`config.mk`:
```
export PLATFORM = sky130hd
export DESIGN_NAME = max7219_cmd_sched
export DESIGN_NICKNAME = d
export VERILOG_FILES = /design/src/rtl/max7219_cmd_sched.sv
export SDC_FILE = /design/constraint.sdc
export NUM_CORES = 1
export LEC_CHECK = 0
export CORE_UTILIZATION = 36
export DETAILED_ROUTE_END_ITERATION = 16
export SYNTH_ARGS = -nofsm -noshare
export SYNTH_HDL_FRONTEND = slang
export SYNTH_SLANG_ARGS = --single-unit
```
`constraint.sdc`:
```
create_clock -name i_clk -period 5.4 [get_ports i_clk]
set_input_delay 0.81 -clock i_clk [delete_from_list [all_inputs] [get_ports i_clk]]
set_output_delay 0.81 -clock i_clk [all_outputs]
set_load 0.01 [all_outputs]
```
`src/rtl/max7219_cmd_sched.sv`:
```
// max7219_cmd_sched
// Command scheduler for a MAX7219 LED driver. It produces 16-bit serializer
// words {4'h0, addr[3:0], data[7:0]} over a valid/ready handshake and does three
// jobs:
//   - runs the power-up init sequence once i_en is high,
//   - refreshes digit registers 1..6 from a shadow copy of i_digits,
//   - rewrites the intensity register on request.
//
// Ports
//   i_clk, i_reset_n        : clock (rising edge), asynchronous active-low reset
//   i_en                    : enables command issue
//   i_update_stb            : one-cycle digit refresh request
//   i_digits[47:0]          : six segment bytes, digit k at [8k+7:8k]
//   i_intensity[3:0]        : brightness value
//   i_intensity_stb         : one-cycle intensity rewrite request
//   o_cmd[15:0]             : command word to the serializer
//   o_cmd_valid/i_cmd_ready : handshake; a command is accepted when both are high
//   o_busy                  : high when the state is not IDLE and not WAIT_EN
//   o_init_done             : high once the init sequence has been accepted
//
// state   | meaning
// WAIT_EN | waiting for i_en before running init
// INIT    | issuing the five init commands
// IDLE    | init done, waiting for refresh or intensity work
// DIGITS  | issuing digit registers 0x01..0x06 from the shadow copy
// INTENS  | issuing a single intensity command

module max7219_cmd_sched (
    input  logic        i_clk,
    input  logic        i_reset_n,
    input  logic        i_en,
    input  logic        i_update_stb,
    input  logic [47:0] i_digits,
    input  logic [3:0]  i_intensity,
    input  logic        i_intensity_stb,
    output logic [15:0] o_cmd,
    output logic        o_cmd_valid,
    input  logic        i_cmd_ready,
    output logic        o_busy,
    output logic        o_init_done
);

    localparam logic [2:0] WAIT_EN = 3'd0;
    localparam logic [2:0] INIT    = 3'd1;
    localparam logic [2:0] IDLE    = 3'd2;
    localparam logic [2:0] DIGITS  = 3'd3;
    localparam logic [2:0] INTENS  = 3'd4;

    logic [2:0]  state_q,     state_d;
    logic [2:0]  idx_q,       idx_d;
    logic [15:0] cmd_q,       cmd_d;
    logic        valid_q,     valid_d;
    logic        init_done_q, init_done_d;
    logic        upd_pend_q,  upd_pend_d;
    logic        int_pend_q,  int_pend_d;
    logic [47:0] shadow_q,    shadow_d;
    logic [3:0]  int_hold_q,  int_hold_d;

    logic        accept;
    logic [2:0]  idx_nxt;
    logic [3:0]  addr_nxt;

    function automatic logic [15:0] init_cmd(input logic [2:0] idx, input logic [3:0] inten);
        logic [15:0] c;
        case (idx)
            3'd0:    c = 16'h0F00;
            3'd1:    c = 16'h0B05;
            3'd2:    c = 16'h0900;
            3'd3:    c = {12'h0A0, inten};
            default: c = 16'h0C01;
        endcase
        return c;
    endfunction

    assign accept   = valid_q && i_cmd_ready;
    assign idx_nxt  = idx_q + 3'd1;
    assign addr_nxt = {1'b0, idx_nxt} + 4'd1;

    always_comb begin
        state_d     = state_q;
        idx_d       = idx_q;
        cmd_d       = cmd_q;
        valid_d     = valid_q;
        init_done_d = init_done_q;
        upd_pend_d  = upd_pend_q;
        int_pend_d  = int_pend_q;
        shadow_d    = shadow_q;
        int_hold_d  = int_hold_q;

        case (state_q)
            WAIT_EN: begin
                if (i_en) begin
                    state_d    = INIT;
                    idx_d      = 3'd0;
                    cmd_d      = 16'h0F00;
                    valid_d    = 1'b1;
                    int_hold_d = i_intensity;
                end
            end
            INIT: begin
                if (accept) begin
                    if (idx_q == 3'd4) begin
                        init_done_d = 1'b1;
                        state_d     = IDLE;
                        valid_d     = 1'b0;
                    end else if (!i_en) begin
                        // Interrupted init: the next i_en starts over from 0x0F00.
                        state_d = WAIT_EN;
                        valid_d = 1'b0;
                    end else begin
                        idx_d = idx_nxt;
                        cmd_d = init_cmd(idx_nxt, int_hold_q);
                    end
                end
            end
            IDLE: begin
                if (i_en) begin
                    if (int_pend_q) begin
                        state_d = INTENS;
                        cmd_d   = {12'h0A0, int_hold_q};
                        valid_d = 1'b1;
                        // A refresh request arriving now must wait behind intensity.
                        if (i_update_stb) upd_pend_d = 1'b1;
                    end else if (upd_pend_q || i_update_stb) begin
                        // Pending and fresh requests merge into one frame.
                        state_d    = DIGITS;
                        idx_d      = 3'd0;
                        shadow_d   = i_digits;
                        cmd_d      = {8'h01, i_digits[7:0]};
                        valid_d    = 1'b1;
                        upd_pend_d = 1'b0;
                    end
                end
            end
            DIGITS: begin
                if (accept) begin
                    if (idx_q == 3'd5 || !i_en) begin
                        state_d = IDLE;
                        valid_d = 1'b0;
                    end else begin
                        idx_d = idx_nxt;
                        cmd_d = {4'h0, addr_nxt, shadow_q[{idx_nxt, 3'b000} +: 8]};
                    end
                end
            end
            INTENS: begin
                if (accept) begin
                    int_pend_d = 1'b0;
                    state_d    = IDLE;
                    valid_d    = 1'b0;
                end
            end
            default: begin
                state_d = WAIT_EN;
                valid_d = 1'b0;
            end
        endcase

        // Strobe capture comes last so a new intensity request in the same cycle
        // as an INTENS acceptance stays pending.
        if (i_en) begin
            if (i_intensity_stb) begin
                int_hold_d = i_intensity;
                int_pend_d = 1'b1;
            end
            if (i_update_stb && init_done_q && state_q != IDLE) upd_pend_d = 1'b1;
        end else begin
            upd_pend_d = 1'b0;
        end
    end

    always_ff @(posedge i_clk or negedge i_reset_n) begin
        if (!i_reset_n) begin
            state_q     <= WAIT_EN;
            idx_q       <= 3'd0;
            cmd_q       <= 16'h0000;
            valid_q     <= 1'b0;
            init_done_q <= 1'b0;
            upd_pend_q  <= 1'b0;
            int_pend_q  <= 1'b0;
            shadow_q    <= 48'h0;
            int_hold_q  <= 4'h0;
        end else begin
            state_q     <= state_d;
            idx_q       <= idx_d;
            cmd_q       <= cmd_d;
            valid_q     <= valid_d;
            init_done_q <= init_done_d;
            upd_pend_q  <= upd_pend_d;
            int_pend_q  <= int_pend_d;
            shadow_q    <= shadow_d;
            int_hold_q  <= int_hold_d;
        end
    end

    assign o_cmd       = cmd_q;
    assign o_cmd_valid = valid_q;
    assign o_busy      = (state_q != IDLE) && (state_q != WAIT_EN);
    assign o_init_done = init_done_q;

endmodule

```
==> results.cfg <==
[clocking]
h-tree-depth = 3
cts_tree = built
post_cts_buffers = 0
ctsLongestPathBuffers = 2
clock-sinks = 74
clock_latency_ns = 0.35
cts_resized = 0
cts_made_buffers = 9
clkTransAtPathRegs_ns = 0.08
hold_buffers = 0
root_buffer = clkbuf_8

[grt]
grt_usage_pct = 17.3
antenna_found_initial = 0
overflow = 0
grt_start_max_net_pins = 75
grt_pass1_vias = 2763
grt_pass1_wl_microns = 14500

[worst_setup_path]
crit_fanout = 48
cp-startpoint = state_q[2]
required_ns = 5.63
r2r-start = state_q[2]
worstPathArrival_ns = 3.49
regToRegEndpoint = shadow_q[2]
reg2reg_slack_ns = 2.14
r2r.worst_path.cells = 3
crit_end = shadow_q[2]
critical_path_class = flop to flop
cp-end-kind = flop
worst_setup_path_start_kind = flop

[die]
fp.coreArea_sq_um = 10400
die_x_microns = 106
io_pins = 77
die_h_microns = 106
die-area_sq_um = 11200
start_util_pct = 37.3
std_cell_rows = 37

[logic_synthesis]
ys_ff_latch = 74
synth_common_cells = 74 x dfrtp_1, 63 x mux2_1, 10 x mux2i_1
yosysMostFrequentCell = dfrtp_1
synth-async-reset-ratio_pct = 100
synthAdderAreaFrac_pct = 1.94
synth_mux_area_share_pct = 25.2
ys_seq_area_share_pct = 47.9
synth_area_leaders = dfrtp_1 48%, mux2_1 18%, mux2i_1 2.6%
netlist_instances = 302
synth-simple-area-share_pct = 8.68
synth_area_per_cell_sq_um = 12.8
yosysTopAreaCellShare_pct = 47.9
synth.distinct_cells = 63
synth_top_family_by_area = multiplexers
synth_compound_area_share_pct = 11.0
yosysWarnings = 0
syn_area_sq_um = 3860
synthFlopType = dfrtp_1
synth_largest_area_cell = dfrtp_1
synth_xor_area_share_pct = 0.421
synth_edf_count = 0

[timing]
tns_ns = 0
hold_ws_ns = 0.482
period_needed_ns = 3.26
postLayoutSetupSlackWorst_ns = 2.14
tightestPinTransition_ns = 1.11
rsz0062_at_grt = no
setup_violations = 0
fmax_mhz = 307
skew_ns = 0.00831
drv_slew = 0
final_hold_viol_count = 0
relSlewSlack_pct = 26.0
period_share_pct = 60.4

[detailed_routing]
dr.pass1.iters = 4
totalWireLength_microns = 8950
drc = 0
wl_per_cell_microns = 17.5
vias = 2721
detail-route-antenna-nets = 0
vias_per_cell = 5.34
drt-initial-drc-count = 128

[placement]
gp_congestion = 0.822
pre_cts_slack_ns = 2.13
dp_hpwl_microns = 6420
port-buffer-count = 72

[power_and_ir_drop]
max-vdd-ir-drop_uv = 136
leakage_nw = 2.15
power_density_nw_per_um2 = 400

[run_status]
outcome = finished, final reports clean

[worst_hold_path]
min-delay-path-class = flop to flop

[final_layout]
drive_above_1_share_pct = 10.4
area_growth_pct = 24.2
antenna_cells = 0
nNetsFinal = 433

[job]
maxCapViolations = 0
==> worst max-delay path, cell delays in order, from the launching register on <==
cell and delay, ns:
dfrtp_1 0.59, nor4b_2 1.02, and3b_2 1.11, mux2_1 0.39
==> cell type report <==
| cell class | count | area (sq um) |
|---|---|---|
| timing repair buffer | 73 | 726 |
| clock buffer | 10 | 128 |
| multi-input combinational | 203 | 1840 |
| inverter | 8 | 30.0 |
| fill | 995 | 5570 |
| sequential | 74 | 1850 |
| tap | 136 | 170 |
| clock inverter | 6 | 50.0 |
==> cells by family (layout without fill, tap and decap cells) <==
group,after synthesis,count (layout)
xor gates and xnor gates,1,1
buffers and inverters,28,97
DFF,74,74
muxes,82,82
AOI/OAI and AO/OA,56,56
other,1,4
and+or+nand+nor,54,54
adders and majority gates,6,6
==> layer usage <==
| layer | GRT usage (%) | routed length (microns) |
|---|---|---|
| met1 | 21.9 | 3920 |
| met2 | 28.9 | 4520 |
| met3 | 4.58 | 418 |
| met4 | 5.36 | 90 |
| met5 | 0 | 0 |
==> worst min-delay path by stage <==
stage / startpoint / endpoint / depth (start not counted)
floorplan: shadow_q[7] / shadow_q[7] / 1
global placement: shadow_q[7] / shadow_q[7] / 1
detailed placement: shadow_q[25] / shadow_q[25] / 1
CTS: shadow_q[25] / shadow_q[25] / 1
global route: shadow_q[25] / shadow_q[25] / 1
finish: shadow_q[25] / shadow_q[25] / 1
==> registers in the layout, indices dropped and copies added (netlist names) <==
| register | flops |
|---|---|
| idx_q | 3 |
| int_hold_q | 4 |
| int_pend_q | 1 |
| o_cmd | 12 |
| o_cmd_valid | 1 |
| o_init_done | 1 |
| shadow_q | 48 |
| state_q | 3 |
| upd_pend_q | 1 |
==> power breakdown <==
| group | leakage [nW] | switching (mW) | internal [mW] | total (mW) |
|---|---|---|---|---|
| clock | 0.0835 | 0.226 | 0.172 | 0.397 |
| sequential | 0.978 | 0.119 | 0.675 | 0.793 |
| combinational | 1.09 | 0.369 | 0.360 | 0.729 |
| total | 2.15 | 0.713 | 1.21 | 1.92 |
==> metrics by stage <==
step                      total power [mW]  instance area (sq um)  cells  utilization (%)
after floorplan                       1.28                   3870    305                -
after global placement                1.52                   4620    494             44.6
after detailed placement              1.54                   4620    494             44.6
after CTS                             1.94                   4800    510             46.3
after global routing                  2.04                   4800    510             46.3
final                                 1.92                   4800    510             46.3
==> cells in the final DEF, fill, tap and decap left out, types with 3 or more instances in the layout <==
master	n
nand3_1	7
mux2i_1	10
nand4_1	6
nor2b_1	3
mux2_1	63
conb_1	4
nand2_1	7
o21ai_0	8
a211oi_1	5
inv_1	7
nor3b_1	3
a21oi_1	5
nor2_1	9
a32oi_1	7
mux2_2	3
mux4_2	4
ha_1	6
clkbuf_8	9
a21o_1	3
dfrtp_1	74
clkdlybuf4s50_1	71
o21ai_1	6
Note: power is estimated with default switching activity, not from simulation.
